<file path="config.mk">
export PLATFORM = sky130hd
export DESIGN_NAME = ram_access_unit_flat
export DESIGN_NICKNAME = d
export VERILOG_FILES = /design/src/rtl/ram_access_pkg.sv /design/src/rtl/ram_access_unit_if.sv /design/src/rtl/ram_resp_fifo.sv /design/src/rtl/ram_access_unit.sv /design/src/flat_wrapper.sv
export SDC_FILE = /design/constraint.sdc
export NUM_CORES = 1
export LEC_CHECK = 0
export CAP_MARGIN = 0
export CORE_AREA = 3 3 115 117
export CTS_CLUSTER_SIZE = 12
export DETAILED_ROUTE_END_ITERATION = 7
export DIE_AREA = 0 0 118 120
export PLACE_DENSITY = 0.7
export SLEW_MARGIN = 20
export SYNTH_ARGS = -nofsm -noshare
export SYNTH_HDL_FRONTEND = slang
export SYNTH_HIERARCHICAL = 1
export SYNTH_SLANG_ARGS = --single-unit
</file>
<file path="constraint.sdc">
create_clock -name clk -period 4.1 [get_ports clk]
set_clock_uncertainty 0.1 [all_clocks]
set_input_delay 1.23 -clock clk [delete_from_list [all_inputs] [get_ports clk]]
set_output_delay 1.23 -clock clk [all_outputs]
set_load 0.02 [all_outputs]
</file>
<file path="src/rtl/ram_access_pkg.sv">
// Shared state encoding and default widths for the RAM access unit.
package ram_access_pkg;

    localparam int DATA_WIDTH_DEF = 16;
    localparam int ADDR_WIDTH_DEF = 8;
    localparam int LEN_WIDTH_DEF  = 4;
    localparam int FIFO_DEPTH_DEF = 4;

    typedef enum logic [1:0] {
        ST_IDLE  = 2'd0,
        ST_READ  = 2'd1,
        ST_DRAIN = 2'd2
    } state_t;

endpackage

</file>
<file path="src/rtl/ram_access_unit_if.sv">
// Request, response and RAM-port bundle of the RAM access unit.
interface ram_access_unit_if
    import ram_access_pkg::*;
#(
    parameter int DATA_WIDTH = DATA_WIDTH_DEF,
    parameter int ADDR_WIDTH = ADDR_WIDTH_DEF,
    parameter int LEN_WIDTH  = LEN_WIDTH_DEF
);
    logic                  req_valid;
    logic                  req_ready;
    logic                  req_write;
    logic [ADDR_WIDTH-1:0] req_addr;
    logic [LEN_WIDTH-1:0]  req_len;
    logic [DATA_WIDTH-1:0] req_wdata;

    logic                  resp_valid;
    logic                  resp_ready;
    logic [DATA_WIDTH-1:0] resp_data;
    logic                  resp_last;

    logic [ADDR_WIDTH-1:0] ram_read_address;
    logic [ADDR_WIDTH-1:0] ram_write_address;
    logic                  ram_write;
    logic [DATA_WIDTH-1:0] ram_in;
    logic [DATA_WIDTH-1:0] ram_out;

    modport slave (
        input  req_valid, req_write, req_addr, req_len, req_wdata, resp_ready, ram_out,
        output req_ready, resp_valid, resp_data, resp_last,
               ram_read_address, ram_write_address, ram_write, ram_in
    );

    modport master (
        output req_valid, req_write, req_addr, req_len, req_wdata, resp_ready, ram_out,
        input  req_ready, resp_valid, resp_data, resp_last,
               ram_read_address, ram_write_address, ram_write, ram_in
    );

endinterface

</file>
<file path="src/rtl/ram_resp_fifo.sv">
// Response buffer (data + last); head visible combinationally, count feeds the issue credits.
// Latency: a push is visible at the head the next cycle; backpressure: pop only when non-empty.
module ram_resp_fifo #(
    parameter int WIDTH = 17,
    parameter int DEPTH = 4
) (
    input  logic                   clk,
    input  logic                   reset,
    input  logic                   push,
    input  logic [WIDTH-1:0]       push_dat,
    input  logic                   pop,
    output logic [WIDTH-1:0]       head_dat,
    output logic                   empty,
    output logic [$clog2(DEPTH):0] count
);
    localparam int PTR_W = $clog2(DEPTH);
    localparam logic [PTR_W:0] FULL_CNT = (PTR_W+1)'(DEPTH);

    logic [WIDTH-1:0] mem [DEPTH];
    logic [PTR_W-1:0] wr_ptr;
    logic [PTR_W-1:0] rd_ptr;
    logic             do_push;
    logic             do_pop;

    assign empty    = (count == '0);
    assign do_pop   = pop && !empty;
    assign do_push  = push && ((count != FULL_CNT) || do_pop);
    assign head_dat = mem[rd_ptr];

    always_ff @(posedge clk) begin
        if (reset) begin
            wr_ptr <= '0;
            rd_ptr <= '0;
            count  <= '0;
            for (int i = 0; i < DEPTH; i++) mem[i] <= '0;
        end else begin
            if (do_push) begin
                mem[wr_ptr] <= push_dat;
                wr_ptr      <= wr_ptr + PTR_W'(1);
            end
            if (do_pop) rd_ptr <= rd_ptr + PTR_W'(1);
            if (do_push && !do_pop)      count <= count + (PTR_W+1)'(1);
            else if (!do_push && do_pop) count <= count - (PTR_W+1)'(1);
        end
    end

endmodule

</file>
<file path="src/rtl/ram_access_unit.sv">
// Write/burst-read initiator for a 1-cycle registered-read RAM; write hits the RAM port 1 cycle after accept.
// First read word 3 cycles after accept; resp_ready stalls the FIFO and read issue is credit-limited.
module ram_access_unit
    import ram_access_pkg::*;
#(
    parameter int DATA_WIDTH = DATA_WIDTH_DEF,
    parameter int ADDR_WIDTH = ADDR_WIDTH_DEF,
    parameter int LEN_WIDTH  = LEN_WIDTH_DEF,
    parameter int FIFO_DEPTH = FIFO_DEPTH_DEF
) (
    input  logic          clk,
    input  logic          reset,
    ram_access_unit_if.slave bus
);
    localparam int CNT_W = $clog2(FIFO_DEPTH) + 1;
    localparam logic [CNT_W:0] CREDIT_LIM = (CNT_W+1)'(FIFO_DEPTH);

    state_t                state;
    state_t                state_nxt;
    logic [ADDR_WIDTH-1:0] addr_cnt;
    logic [LEN_WIDTH-1:0]  remaining;
    // p1: address on the RAM port this cycle; p2: its data is on ram_out this cycle
    logic                  p1_vld;
    logic                  p1_last;
    logic                  p2_vld;
    logic                  p2_last;

    logic [CNT_W-1:0]      fifo_count;
    logic                  fifo_empty;
    logic                  fifo_pop;
    logic [DATA_WIDTH:0]   fifo_head;
    logic [CNT_W:0]        credit_use;

    logic                  accept;
    logic                  accept_wr;
    logic                  accept_rd;
    logic                  issue;

    assign bus.req_ready = (state == ST_IDLE) && !reset;
    assign accept        = bus.req_valid && bus.req_ready;
    assign accept_wr     = accept && bus.req_write;
    assign accept_rd     = accept && !bus.req_write;

    assign credit_use = {1'b0, fifo_count} + (CNT_W+1)'(p1_vld) + (CNT_W+1)'(p2_vld);
    assign issue      = (state == ST_READ) && (remaining != '0) && (credit_use < CREDIT_LIM);

    always_ff @(posedge clk) begin
        if (reset) state <= ST_IDLE;
        else       state <= state_nxt;
    end

    always_comb begin
        state_nxt = state;
        unique case (state)
            ST_IDLE: begin
                if (accept_rd) state_nxt = ST_READ;
            end
            ST_READ: begin
                if ((remaining == '0) || (issue && (remaining == LEN_WIDTH'(1))))
                    state_nxt = ST_DRAIN;
            end
            ST_DRAIN: begin
                if (!p1_vld && !p2_vld &&
                    ((fifo_count == '0) || ((fifo_count == CNT_W'(1)) && fifo_pop)))
                    state_nxt = ST_IDLE;
            end
            default: state_nxt = ST_IDLE;
        endcase
    end

    always_ff @(posedge clk) begin
        if (reset) begin
            addr_cnt              <= '0;
            remaining             <= '0;
            p1_vld                <= 1'b0;
            p1_last               <= 1'b0;
            p2_vld                <= 1'b0;
            p2_last               <= 1'b0;
            bus.ram_read_address  <= '0;
            bus.ram_write_address <= '0;
            bus.ram_write         <= 1'b0;
            bus.ram_in            <= '0;
        end else begin
            bus.ram_write <= accept_wr;
            if (accept_wr) begin
                bus.ram_write_address <= bus.req_addr;
                bus.ram_in            <= bus.req_wdata;
            end

            p2_vld  <= p1_vld;
            p2_last <= p1_last;
            p1_vld  <= 1'b0;
            // Acceptance itself issues the first address of the burst
            if (accept_rd) begin
                bus.ram_read_address <= bus.req_addr;
                addr_cnt             <= bus.req_addr + ADDR_WIDTH'(1);
                remaining            <= bus.req_len;
                p1_vld               <= 1'b1;
                p1_last              <= (bus.req_len == '0);
            end else if (issue) begin
                bus.ram_read_address <= addr_cnt;
                addr_cnt             <= addr_cnt + ADDR_WIDTH'(1);
                remaining            <= remaining - LEN_WIDTH'(1);
                p1_vld               <= 1'b1;
                p1_last              <= (remaining == LEN_WIDTH'(1));
            end
        end
    end

    assign bus.resp_valid = !fifo_empty && !reset;
    assign fifo_pop       = bus.resp_valid && bus.resp_ready;
    assign bus.resp_data  = fifo_head[DATA_WIDTH-1:0];
    assign bus.resp_last  = fifo_head[DATA_WIDTH];

    ram_resp_fifo #(
        .WIDTH (DATA_WIDTH + 1),
        .DEPTH (FIFO_DEPTH)
    ) u_fifo (
        .clk      (clk),
        .reset    (reset),
        .push     (p2_vld),
        .push_dat ({p2_last, bus.ram_out}),
        .pop      (fifo_pop),
        .head_dat (fifo_head),
        .empty    (fifo_empty),
        .count    (fifo_count)
    );

endmodule

</file>
<file path="src/flat_wrapper.sv">
// flat-port wrapper written by rule: the top's interface ports become plain ports
module ram_access_unit_flat import ram_access_pkg::*;
#(
    parameter int DATA_WIDTH = DATA_WIDTH_DEF,
    parameter int ADDR_WIDTH = ADDR_WIDTH_DEF,
    parameter int LEN_WIDTH  = LEN_WIDTH_DEF,
    parameter int FIFO_DEPTH = FIFO_DEPTH_DEF
)
  (clk, reset, bus_req_valid, bus_req_write, bus_req_addr, bus_req_len, bus_req_wdata, bus_resp_ready, bus_ram_out, bus_req_ready, bus_resp_valid, bus_resp_data, bus_resp_last, bus_ram_read_address, bus_ram_write_address, bus_ram_write, bus_ram_in);
  ram_access_unit_if #(.DATA_WIDTH(DATA_WIDTH), .ADDR_WIDTH(ADDR_WIDTH), .LEN_WIDTH(LEN_WIDTH)) bus_i ();
  input  logic clk;
  input  logic reset;
  input wire logic [$bits(bus_i.req_valid)-1:0] bus_req_valid;
  input wire logic [$bits(bus_i.req_write)-1:0] bus_req_write;
  input wire logic [$bits(bus_i.req_addr)-1:0] bus_req_addr;
  input wire logic [$bits(bus_i.req_len)-1:0] bus_req_len;
  input wire logic [$bits(bus_i.req_wdata)-1:0] bus_req_wdata;
  input wire logic [$bits(bus_i.resp_ready)-1:0] bus_resp_ready;
  input wire logic [$bits(bus_i.ram_out)-1:0] bus_ram_out;
  output wire logic [$bits(bus_i.req_ready)-1:0] bus_req_ready;
  output wire logic [$bits(bus_i.resp_valid)-1:0] bus_resp_valid;
  output wire logic [$bits(bus_i.resp_data)-1:0] bus_resp_data;
  output wire logic [$bits(bus_i.resp_last)-1:0] bus_resp_last;
  output wire logic [$bits(bus_i.ram_read_address)-1:0] bus_ram_read_address;
  output wire logic [$bits(bus_i.ram_write_address)-1:0] bus_ram_write_address;
  output wire logic [$bits(bus_i.ram_write)-1:0] bus_ram_write;
  output wire logic [$bits(bus_i.ram_in)-1:0] bus_ram_in;
  assign bus_i.req_valid = bus_req_valid;
  assign bus_i.req_write = bus_req_write;
  assign bus_i.req_addr = bus_req_addr;
  assign bus_i.req_len = bus_req_len;
  assign bus_i.req_wdata = bus_req_wdata;
  assign bus_i.resp_ready = bus_resp_ready;
  assign bus_i.ram_out = bus_ram_out;
  assign bus_req_ready = bus_i.req_ready;
  assign bus_resp_valid = bus_i.resp_valid;
  assign bus_resp_data = bus_i.resp_data;
  assign bus_resp_last = bus_i.resp_last;
  assign bus_ram_read_address = bus_i.ram_read_address;
  assign bus_ram_write_address = bus_i.ram_write_address;
  assign bus_ram_write = bus_i.ram_write;
  assign bus_ram_in = bus_i.ram_in;
  ram_access_unit #(.DATA_WIDTH(DATA_WIDTH), .ADDR_WIDTH(ADDR_WIDTH), .LEN_WIDTH(LEN_WIDTH), .FIFO_DEPTH(FIFO_DEPTH)) u_core (.clk(clk), .reset(reset), .bus(bus_i));
endmodule
</file>
==> results of run 1 <==
-- layout make-up --
cell class,instances,area [sq um],share of cell area (%)
multi-input cells,326,2252,30.43
well taps,172,215.2,2.907
repair buffers,115,1109,14.98
flip-flops and latches,128,3243,43.81
clock inverters,14,123.9,1.673
inverters,8,30.03,0.4057
clock buffers,18,429.2,5.798
-- critical path, stage by stage --
cell,delay [ns]
sky130_fd_sc_hd__buf_2,0.12
sky130_fd_sc_hd__nor3_2,0.30
sky130_fd_sc_hd__clkdlybuf4s50_1,0.68
-- placed cells by master, fill, tap and decap left out, drive strengths merged, types with 2 or more instances in the layout --
| cell type | n |
|---|---|
| xnor2 | 4 |
| or4 | 2 |
| o21bai | 2 |
| clkbuf | 18 |
| edfxtp | 68 |
| nor4b | 2 |
| nand3b | 2 |
| clkinvlp | 3 |
| nand4 | 2 |
| a21oi | 34 |
| xor2 | 13 |
| nor3 | 7 |
| and2 | 71 |
| bufinv | 2 |
| nand2b | 5 |
| ha | 5 |
| nor2 | 27 |
| o31ai | 3 |
| mux2 | 3 |
| buf | 16 |
| nor4 | 4 |
| nor2b | 3 |
| mux4 | 17 |
| a211oi | 7 |
| a311oi | 8 |
| dfxtp | 60 |
| clkinv | 9 |
| inv | 8 |
| nand2 | 69 |
| a21o | 2 |
| o21ai | 5 |
| or2 | 2 |
| clkdlybuf4s50 | 99 |
| nand3 | 14 |
| o22ai | 2 |
-- through the flow --
| step | cell area, sq um | utilization, % | worst slack, ns |
|---|---|---|---|
| after floorplan | 5623 | - | 0.05588 |
| after global placement | 6849 | 54.94 | 0.4713 |
| after detailed placement | 6849 | 54.94 | 0.4141 |
| after CTS | 7402 | 59.38 | 0.4509 |
| after global routing | 7402 | 59.38 | 0.3903 |
| final | 7402 | 59.38 | 0.4316 |
-- how the worst max path moves through the flow --
stage	from	endpoint	slack, ns	cells after the start
CTS	reset	bus_req_ready	0.45	3
detailed placement	bus_resp_ready	u_core/u_fifo/count[2]	0.41	11
global route	reset	bus_req_ready	0.39	3
global placement	reset	bus_req_ready	0.47	3
finish	reset	bus_req_ready	0.43	3
floorplan	reset	u_core/u_fifo/mem[2][0]	0.06	6
-- metal layers --
layer / track usage [%] / part of all wire, % / vias to the layer above
met4: 6.520 / 1.6 / 2
met3: 5.561 / 6.6 / 19
li1: - / - / 1952
met1: 22.43 / 42 / 1943
met5: 0 / 0.11 / -
met2: 30.69 / 50 / 120
-- power breakdown --
| part | leakage (nW) | switching, W | internal [W] |
|---|---|---|---|
| clock | 0.268 | 0.000517 | 0.000878 |
| sequential | 1.19 | 0.0000284 | 0.00140 |
| combinational | 1.19 | 0.000146 | 0.000136 |
-- registers in the layout, summed over array words and instances (netlist names), named ones only --
| signal | flops |
|---|---|
| u_core/p1_vld | 1 |
| u_core/p2_last | 1 |
| u_core/u_fifo/rd_ptr | 2 |
| u_core/p1_last | 1 |
| u_core/state | 2 |
| u_core/u_fifo/count | 3 |
| u_core/bus.ram_read_address | 8 |
| u_core/bus.ram_in | 16 |
| u_core/bus.ram_write | 1 |
| u_core/p2_vld | 1 |
| u_core/addr_cnt | 8 |
| u_core/u_fifo/wr_ptr | 2 |
| u_core/remaining | 4 |
| u_core/u_fifo/mem | 68 |
| u_core/bus.ram_write_address | 8 |
-- Yosys cell counts, types with 2 or more instances --
library cell | instances | area, sq um
sky130_fd_sc_hd__and2_1 | 71 | 444.2
sky130_fd_sc_hd__nand2_1 | 69 | 259.0
sky130_fd_sc_hd__edfxtp_1 | 68 | 2042
sky130_fd_sc_hd__dfxtp_1 | 60 | 1201
sky130_fd_sc_hd__a21oi_1 | 34 | 170.2
sky130_fd_sc_hd__nor2_1 | 27 | 101.4
sky130_fd_sc_hd__clkbuf_1 | 17 | 63.81
sky130_fd_sc_hd__mux4_2 | 17 | 382.9
sky130_fd_sc_hd__nand3_1 | 14 | 70.07
sky130_fd_sc_hd__xor2_1 | 13 | 113.9
sky130_fd_sc_hd__a311oi_1 | 8 | 70.07
sky130_fd_sc_hd__buf_2 | 7 | 35.03
sky130_fd_sc_hd__inv_1 | 7 | 26.28
sky130_fd_sc_hd__nor3_1 | 6 | 30.03
sky130_fd_sc_hd__a211oi_1 | 5 | 37.54
sky130_fd_sc_hd__ha_1 | 5 | 62.56
sky130_fd_sc_hd__nand2b_1 | 5 | 31.28
sky130_fd_sc_hd__o21ai_0 | 4 | 20.02
sky130_fd_sc_hd__xnor2_1 | 4 | 35.03
sky130_fd_sc_hd__mux2_2 | 3 | 33.78
sky130_fd_sc_hd__nor2b_1 | 3 | 18.77
sky130_fd_sc_hd__nor4_1 | 3 | 18.77
sky130_fd_sc_hd__o31ai_1 | 3 | 22.52
sky130_fd_sc_hd__a211oi_2 | 2 | 25.02
sky130_fd_sc_hd__nand3b_1 | 2 | 15.01
sky130_fd_sc_hd__nand4_1 | 2 | 12.51
sky130_fd_sc_hd__o21bai_1 | 2 | 15.01
sky130_fd_sc_hd__o22ai_1 | 2 | 12.51
-- logic make-up after synthesis --
logic type | share of synthesized area (%)
multiplexers | 7.588
adder cells (fa/ha/maj) | 1.469
flip-flops | 57.68
XOR/XNOR | 2.648
buffers and inverters | 2.359
AND/OR/NAND/NOR | 20.65
AO/OA/AOI/OAI | 7.610
==> results by stage, run 1 <==
Cells and area:
- Cells with a size suffix above 1 make up about 13% of the layout.
- The final-layout fill cell count is around 1.1k.
- The repair_antennas step left the layout with diodes totalling 0.
- The count of cells in the finished layout, fillers not included, comes to 781.
- The net total in the final layout is 651.
- From synthesis to final layout, the design area changed by 31.64%.

Place:
- The total placed cells including tap cells is 749.
- The number of I/O port buffers is 100.
- Once detailed placement completed, the half-perimeter wirelength came to 8017 microns.
- The placer congestion estimate is 0.8410.

Routing:
- The DRC violation count after routing is 0.
- The DRC marker count from the first detailed-route iteration is 218.
- In this run the remaining antenna-violating nets after routing total 0.
- The routed via count divided by cell count is 5.168.
- The number of iterations in the first detailed-routing pass is 4.
- Wires add up to 12190 microns.
- The via count is 4036.
- In the final routed layout, each cell accounts on average for 15.61 microns.

Floorplanning:
- The starting utilization of the core area is 45.11%.
- The total number of placement rows is 41.
- The floorplan core area is between 0.01 and 0.015 sq mm.
- The floorplan step set the die width to between 100 and 150 microns.
- The I/O pin count is 101.
- The height of the die is 120 microns.
- The die covers ~0.014 sq mm.

STA:
- The number of hold-slack violations in the final timing report came to 0.
- The max-slew violation count is 0.
- Setup violations remaining at the end of the flow were counted as 0.
- Setup repair after global routing left no endpoint under its margin.
- Across all hold checks on the routed design, the worst slack comes to 0.3515 ns.
- The actual transition at the worst max-transition pin is about 0.7 ns.
- The relative slew slack is 53.64%.
- The clock period could shrink to roughly 3.7 ns.
- Static timing analysis puts the maximum clock frequency at 272.6 MHz.
- The final worst-path cycle share is 89.47%.
- In the final timing run, aggregate negative setup slack is 0 ns.

Global route:
- The wire length of the first global-routing pass is between 20000 and 25000 microns.
- The number of global-route vias before repair is roughly 4.2k.
- In the global route stage, overall resource usage came out at 18.27%.
- The overflow left after global routing is 0.
- Entering global routing, the biggest net connects 64 pins.
- The initial antenna violation count is 1.

Synth:
- Among all flip-flop cells after synthesis, the most frequent one is sky130_fd_sc_hd__edfxtp_1.
- Summing the sequential cell areas from Yosys gives 57.68% of the chip area.
- Synthesis inferred 128 register bits.
- Synthesis handed over a netlist of between 400 and 500 instances.
- During synthesis, Yosys emitted a total of 6 warnings.
- The number of synthesized flops with an enable pin is 68.
- The share of synthesized flip-flops with an asynchronous set or reset is 0%.
- Each instance of the synthesized netlist takes up on average 11.55 sq um.
- The post-synthesis instance area is approximately 0.0056 sq mm.
- Synthesis produced a netlist with a net count of 542.
- Synthesis instantiated 52 different standard cells from the library.

Clocking:
- The deepest clock path buffer count is 2.
- The clock latency at the later pin of the worst-skew pair is 0.41 ns.
- The cell sitting at the root of the clock tree is a sky130_fd_sc_hd__clkbuf_16.
- The buffers inserted during post-CTS setup optimization is 0.
- The number of hold buffers added after CTS is 0.
- Clock-pin slew was measured on the worst setup and hold paths at 0.05 ns.
- Clock tree synthesis inserted a total of 17 buffers.
- The number of sinks on the clock net is 128.
- The total of cells resized after clock tree synthesis is 0.
- The H-tree was split into 4 levels.
- TritonCTS built the clock tree.

Power and ir drop:
- The worst-case IR drop observed on VDD is 346.8 uV.
- The leakage power summed over all cells is between 2 and 3 nW.
- The power density over cell area is 419.5 mW/mm^2.
- The completed layout was analyzed and its total power is 0.003106 W.

Worst hold path:
- The end of the worst hold path is u_core/bus.ram_write_address[4].
- The worst hold path stage count is 2.
- The beginning of the worst hold path is u_core/bus.ram_write_address[4].
- The type of the most critical hold path is flop to flop.

Setup path:
- At the worst endpoint, the arrival time is 2.34 ns.
- The kind of capture point of the worst setup path is an output port.
- The critical path in this run is classified as input pin to output port.
- The data required time at the worst endpoint is 2.77 ns.
- The origin of the critical flop-to-flop path is u_core/u_fifo/count[0].
- The internal reg-to-reg setup slack is 1.30 ns.
- The worst setup path is launched from an input pin.
- The worst register-to-register path ends at u_core/u_fifo/count[2].
- For the worst flop-to-flop path, the logic depth is 12.
- Along the worst path, the maximum fanout reaches 4.

Job:
- Max-cap violations in this run came to 0.

Run status:
- The flow ran to the end, and the final reports show no timing, DRC or antenna violations.
No activity file was read; power rests on OpenSTA's default activity.
==> run 2: changes to the inputs <==
- CTS_BUF_LIST: not set -> sky130_fd_sc_hd__clkbuf_16
- clock period: 4.1 -> 4.03 ns (I/O delays scaled with it)
==> run 2 against run 1 <==
Net effect:
- wire length up 0.48%
- sequential power about the same
- global-route usage rose by 0.099 points
- critical path type unchanged
- highest routed layer unchanged
==> results by stage, run 2 (same netlist as run 1, synthesis figures left out) <==
STA:
- The actual transition at the worst max-transition pin is 0.7354 ns.
- Setup violations remaining at the end of the flow were counted as 0.
- Across all hold checks on the routed design, the worst slack comes to 0.3515 ns.
- The max-slew violation count is 0.
- Setup repair after global routing left no endpoint under its margin.
- The worst path uses 89.04% of the clock period.
- Setup slack closes at ~0.44 ns.
- The number of hold-slack violations in the final timing report is 0.
- The worst pin sits at a relative slew slack of approximately half.
- Static timing analysis puts the maximum clock frequency at 278.7 MHz.
- The worst path in the final design needs a cycle of between 3 and 4 ns, including I/O delays and setup.
- The sum of negative setup slack is 0 ns.

Cells and area:
- Leaving out fill and tap cells, the most frequent cell in the layout is sky130_fd_sc_hd__clkdlybuf4s50_1.
- The largest registers in the layout are u_core/u_fifo/mem x68, u_core/bus.ram_in x16.
- The ratio of cells with drive above 1 in the final layout is about an eighth.
- Compared with the post-synthesis result, the final layout area differs by 32.06%.
- The flip-flop count of the largest register after layout is 68.
- Fill cells in the final layout number approximately 1.1k.
- The top cell types in the final layout, fill and taps aside, are sky130_fd_sc_hd__clkdlybuf4s50_1, sky130_fd_sc_hd__and2_1, sky130_fd_sc_hd__nand2_1.
- The post-route core utilization is 59.57%.
- u_core/u_fifo/mem holds more flip-flops than any other register.
- The final layout contains 651 nets.
- The antenna diode count is 0.

Power and ir drop:
- The leakage power summed over all cells is approximately 2.7 nW.
- The switching power as a share of total power is roughly 22%.
- The part of the total power dissipated in combinational logic is 8.9%.
- The highest ir drop seen on vdd is about 290 uV.
- The internal power contribution is 0.002517 W.
- The power density over cell area is approximately 430 mW/mm^2.
- Of the total power, registers draw a little under half.
- The switching component of the power is 0.0007081 W.
- The portion of total power attributed to the clock network is a little under half.

Setup path:
- STA classifies the critical path startpoint as an input pin.
- Walking the worst path, the cells encountered are buf_2 > nor3_2 > clkdlybuf4s50_1.
- The data required time at the worst endpoint is 2.72 ns.
- The kind of cell with the highest combined delay on the critical path is buffers and inverters.
- The critical path in this run is classified as input pin to output port.
- Among all stages on the critical path, the largest delay is contributed by sky130_fd_sc_hd__clkdlybuf4s50_1.
- Along the worst path, the maximum fanout reaches 4.
- The data arrival time of the critical path is 2.28 ns.
- The largest single stage delay on the critical path is approximately 0.7 ns.
- The number of buffers and inverters on the critical path is 2.
- STA classifies the critical path endpoint as an output port.

Global route:
- The maximum number of pins on one net before global-route repair is 64.
- The initial antenna violation count was 1.
- The wire length of the first global-routing pass is 20380 microns.
- The number of global-route vias before repair is 4054.
- The total global-route track usage is between 15 and 20%.
- After global routing the overflow that remains totals 0.

Clocking:
- Buffers inserted to repair hold after CTS numbered 0.
- Clock latency on the worst-skew pair, taken at its later pin, is 0.41 ns.
- The number of sinks on the clock net is between 100 and 150.
- Clock tree synthesis inserted a total of 17 buffers.
- The H-tree was split into 4 levels.
- The clock tree from TritonCTS is built.
- Post-CTS timing repair inserted 0 buffers for setup.
- The total of cells resized after clock tree synthesis is 0.
- In this run the deepest clock path goes through 2 buffers.
- The clock root buffer master is sky130_fd_sc_hd__clkbuf_16.
- The clock transition at the register clock pins on the worst setup and hold paths after CTS is 0.05 ns.

Place:
- The number of I/O port buffers is 100.
- The HPWL after detailed placement is 8114 microns.
- OpenSTA, run right after detailed placement, puts the worst setup slack at ~0.40 ns.
- The placer congestion estimate is ~0.84.

Routing:
- Summing over every cut layer, the via total after detailed routing is 4010.
- The final antenna-violating net count is 0.
- The routed via count divided by cell count is 5.134.
- After detailed routing, the average wire length per cell comes to 15.68 microns.
- After the first detailed-routing iteration, the DRC count stood at between 200 and 250.
- For this run, the detailed router's first-pass iteration total came to 4.
- After detailed routing, the number of remaining DRC violations is 0.
- Wires add up to 12250 microns.

Floorplanning:
- From left edge to right edge, the die measures 118 microns.
- The floorplan step set the die height to ~120 microns.
- The I/O pin count is 101.
- The total number of placement rows is 41.
- The floorplan core area is 0.01247 sq mm.
- The die area is 0.01416 sq mm.
- The starting utilization of the core area is 45.11%.

Worst hold path:
- The type of the most critical hold path is flop to flop.

Job:
- The total of max-cap violations is 0.

Run status:
- The flow ran to the end, and the final reports show no timing, DRC or antenna violations.
-- run 2: cell count changes in the layout (fill, tap and decap cells not counted) --
| cell | previous run | this run |
|---|---|---|
| sky130_fd_sc_hd__clkbuf_1 | 1 | 0 |
| sky130_fd_sc_hd__clkinvlp_4 | 3 | 2 |
| sky130_fd_sc_hd__clkinv_2 | 6 | 3 |
| sky130_fd_sc_hd__inv_1 | 7 | 8 |
| sky130_fd_sc_hd__bufinv_16 | 2 | 3 |
| sky130_fd_sc_hd__clkinv_1 | 3 | 5 |
| sky130_fd_sc_hd__clkinv_4 | 0 | 1 |
-- run 2: power groups by stage --
stage               clock (W)  sequential [W]  combinational [W]
CTS                   0.00151         0.00145           0.000290
global placement            0         0.00148           0.000284
detailed placement          0         0.00148           0.000288
global route          0.00158         0.00146           0.000314
finish                0.00148         0.00145           0.000288
floorplan                   0         0.00149           0.000130
-- run 2: metal layers --
metal | share of wire, % | vias up | global-route usage [%]
li1 | - | 1955 | -
met1 | 43 | 1930 | 22.66
met2 | 50 | 110 | 30.58
met3 | 5.5 | 13 | 5.844
met4 | 1.1 | 2 | 6.447
met5 | 0.11 | - | 0
-- run 2: stage by stage --
stage	std cells	area [sq um]	total power (W)
finish	781	7426	0.003225
CTS	781	7426	0.003252
global placement	749	6849	0.001761
global route	781	7426	0.003355
floorplan	487	5623	0.001621
detailed placement	749	6849	0.001768
-- run 2: worst register-to-register path, stage by stage (launching register included) --
cell	delay (ns)
sky130_fd_sc_hd__dfxtp_1	0.55
sky130_fd_sc_hd__nor3_1	0.09
sky130_fd_sc_hd__nor2_1	0.12
sky130_fd_sc_hd__and2_1	0.24
sky130_fd_sc_hd__nor4b_4	0.07
sky130_fd_sc_hd__nand2b_1	0.19
sky130_fd_sc_hd__inv_1	0.07
sky130_fd_sc_hd__ha_1	0.19
sky130_fd_sc_hd__inv_1	0.07
sky130_fd_sc_hd__fa_1	0.39
sky130_fd_sc_hd__xor2_1	0.17
sky130_fd_sc_hd__or3_1	0.31
sky130_fd_sc_hd__a21oi_1	0.14
-- run 2: layout make-up --
class / count / area, sq um / share of cell area, %
flip-flops and latches: 128 / 3243 / 43.67
well taps: 172 / 215.2 / 2.898
repair buffers: 115 / 1109 / 14.93
multi-input cells: 326 / 2252 / 30.33
inverters: 8 / 30.03 / 0.4044
clock buffers: 17 / 425.4 / 5.729
clock inverters: 15 / 151.4 / 2.039
-- run 2: path summary, 6_finish.rpt --
path | cells past startpoint | start | slack, ns | to
setup / recovery | 3 | reset | 0.44 | bus_req_ready
hold / removal | 2 | u_core/bus.ram_in[4] | 0.35 | u_core/bus.ram_in[4]
setup reg to reg | 12 | u_core/u_fifo/count[0] | 1.27 | u_core/u_fifo/count[2]
hold reg to reg | 2 | u_core/bus.ram_in[4] | 0.35 | u_core/bus.ram_in[4]
==> run 3: changes to the inputs <==
- PLACE_DENSITY: 0.7 -> 0.67
- clock period: 4.03 -> 4.57 ns (I/O delays scaled with it)
==> run 3 against run 2 <==
Net effect:
- critical path type unchanged
- setup slack improved by 0.25 ns
- register-to-register slack better by 0.38 ns
- clock power fell by 20%
- hold slack better by 0.00066 ns
- sequential share of layout area increased by 0.36 points
- sequential power shrank 12%
- highest routed layer is now met4
- largest power group is now registers
- critical endpoint unchanged
- critical path depth did not move
==> results by stage, run 3 (same netlist as run 1, synthesis figures left out) <==
STA:
- The sum of negative setup slack is 0 ns.
- The actual transition at the worst max-transition pin is between 0.8 and 0.9 ns.
- The number of hold-slack violations in the final timing report is 0.
- The worst path needs 3.879 ns of the cycle, external delays included.
- Of the available clock period, the critical path in the final layout requires 84.88%.
- Setup repair after global routing left no endpoint under its margin.
- The relative slew slack is between 40 and 50%.
- Derived from the worst setup path, the maximum achievable clock frequency is 257.8 MHz.
- Hold is met by 0.3522 ns.
- The max-slew violation count is 0.
- The total of endpoints with negative setup slack in the final report is 0.

Floorplanning:
- The floorplan step defined a die boundary enclosing 0.01416 sq mm.
- The height of the die is 120 microns.
- The I/O pin count is 101.
- The die extent in x is 118 microns.
- The floorplan step defined a core boundary enclosing around 0.012 sq mm.
- The floorplan has 41 rows.
- The starting utilization of the core area is between 40% and 50%.

Clocking:
- The later pin in the worst-skew pair is clocked with a latency of 0.42 ns.
- The clock tree from TritonCTS is built.
- The clock passes through at most 2 buffers.
- Once the clock tree was built, the setup fixing pass inserted 0 buffers.
- The number of H-tree branching levels is 4.
- Clock tree synthesis inserted a total of 17 buffers.
- In this run, post-CTS hold repair placed 0 buffers.
- After clock tree synthesis, the repair step resized 0 gates.
- Clock tree synthesis selected as its root buffer the cell sky130_fd_sc_hd__clkbuf_16.
- Clock tree synthesis found a total of 128 sinks.
- After clock tree synthesis, the clock-pin slew on the worst setup and hold paths is 0.05 ns.

Cells and area:
- The antenna diode count is 0.
- The area occupied by multi-input gates is 0.002252 sq mm.
- The largest registers in the layout are u_core/u_fifo/mem x68, u_core/bus.ram_in x16.
- The final-layout fill cell count is 1049.
- The commonest non-fill, non-tap cell in the layout is sky130_fd_sc_hd__clkdlybuf4s50_1.
- The post-route netlist has 11.99% of its cells at a drive strength greater than 1.
- The flip-flop count of the largest register after layout is 68.
- The register containing the most flip-flops in the final layout is u_core/u_fifo/mem.
- In the final design database the tool counted 651 nets.
- The area added between synthesis and finish is 31.00%.
- Across the whole layout, storage elements account for 0.003243 sq mm.
- The library cells used most frequently in the layout, excluding fill and tap cells, are sky130_fd_sc_hd__clkdlybuf4s50_1, sky130_fd_sc_hd__and2_1, sky130_fd_sc_hd__nand2_1.

Setup path:
- The kind of cell with the highest combined delay on the critical path is buffers and inverters.
- Among all stages on the critical path, the largest delay is contributed by sky130_fd_sc_hd__clkdlybuf4s50_1.
- The kind of capture point of the worst setup path is an output port.
- The data arrival time of the critical path is roughly 2.4 ns.
- The category of the critical setup timing path is input pin to output port.
- For the worst setup path, the data required time is between 3 and 4 ns.
- The critical path contains buffers and inverters numbering 2 combined.
- The biggest cell delay along the critical path is 0.67 ns.
- The signal on the critical path passes through buf_2 > nor3_2 > clkdlybuf4s50_1.
- The maximum fanout encountered on the critical timing path is 4.
- The critical path launch point type is an input pin.

Power and ir drop:
- For this design the static power due to leakage is 2.652 nW.
- Summing internal, switching and leakage power gives between 0.002 and 0.003 W.
- Dividing total power by cell area gives a power density of roughly 370 mW/mm^2.
- IR analysis of the VDD net gives a maximum drop of 235.6 uV.

Routing:
- For this block, the initial DRC count from the detailed router was 242.
- In the routed design, unresolved DRC markers number 0.
- The final routed wire length divided by cell count is 15.68 microns.
- The final antenna-violating net count is 0.
- The first detailed-routing pass ran for 5 iterations.
- The routed via count divided by cell count is 5.065.
- The via count is between 3k and 4k.
- The detailed-route wire length is 12250 microns.

Place:
- The HPWL after detailed placement is roughly 8200 microns.
- The placer congestion estimate is between 0.8 and 0.9.
- Port buffering added 100 buffers.

Global route:
- Entering global routing, the biggest net connects 45 pins.
- The number of global-route vias before repair is a little over 4k.
- The initial antenna violation count was 0.
- The overflow left after global routing is 0.
- The total global-route track usage is 18.64%.
- The first global-routing pass estimated 20550 microns of wire.

Run status:
- The flow ran to the end, and the final reports show no timing, DRC or antenna violations.

Job:
- Max-cap violations in this run came to 0.

Worst hold path:
- The type of the most critical hold path is flop to flop.
==> run 3: cell count changes in the layout (fill, tap and decap cells not counted) <==
cell,change
sky130_fd_sc_hd__clkinv_1,-1
sky130_fd_sc_hd__clkinv_2,+1
sky130_fd_sc_hd__clkinvlp_4,-1
sky130_fd_sc_hd__clkinv_4,-1
sky130_fd_sc_hd__inv_1,+4
sky130_fd_sc_hd__bufinv_16,-2
==> run 3: cell type report <==
class                      instances  share of cell area [%]
inverter                           8                  0.4077
timing repair buffer             115                   15.05
sequential                       128                   44.03
clock buffer                      17                   5.775
multi-input combinational        326                   30.58
clock inverter                    15                   1.240
tap                              172                   2.922
==> run 3: worst paths after layout <==
check / start / end / slack (ns) / cells past startpoint
hold reg to reg: u_core/bus.ram_in[2] / u_core/bus.ram_in[2] / 0.35 / 2
setup / recovery: reset / bus_req_ready / 0.69 / 3
hold / removal: u_core/bus.ram_in[2] / u_core/bus.ram_in[2] / 0.35 / 2
setup reg to reg: u_core/u_fifo/count[0] / u_core/u_fifo/count[2] / 1.65 / 13
==> run 3: worst reg2reg max path, stage by stage (launching register included) <==
cell and delay [ns]:
sky130_fd_sc_hd__dfxtp_1 0.54, sky130_fd_sc_hd__nor3_1 0.10, sky130_fd_sc_hd__nor2_1 0.12, sky130_fd_sc_hd__and2_1 0.24, sky130_fd_sc_hd__nor4b_4 0.06, sky130_fd_sc_hd__buf_4 0.18
sky130_fd_sc_hd__nand2b_1 0.18, sky130_fd_sc_hd__inv_1 0.07, sky130_fd_sc_hd__ha_1 0.19, sky130_fd_sc_hd__inv_1 0.06, sky130_fd_sc_hd__fa_1 0.37, sky130_fd_sc_hd__xor2_1 0.16
sky130_fd_sc_hd__or3_1 0.32, sky130_fd_sc_hd__a21oi_1 0.15
==> run 3: through the flow <==
step	setup slack, ns	cell area (sq um)	utilization (%)	instances
after floorplan	0.3849	5623	-	487
after global placement	0.6664	6849	54.94	749
after detailed placement	0.6285	6849	54.94	749
after CTS	0.6607	7366	59.09	781
after global routing	0.6268	7366	59.09	781
final	0.6911	7366	59.09	781
==> run 3: routing by layer <==
layer  part of all wire (%)  GRT usage [%]  up-vias
met3                    6.3          6.598       21
met2                     49          30.72      111
li1                       -              -     1953
met1                     43          22.56     1871
met4                    1.8          7.179        0
met5                      0              0        -
==> run 3: power breakdown <==
group / leakage [nW] / internal (W) / switching (W)
clock network: 0.272 / 0.000722 / 0.000456
logic: 1.19 / 0.000122 / 0.000131
registers: 1.19 / 0.00126 / 0.0000250
total: 2.65 / 0.00210 / 0.000612
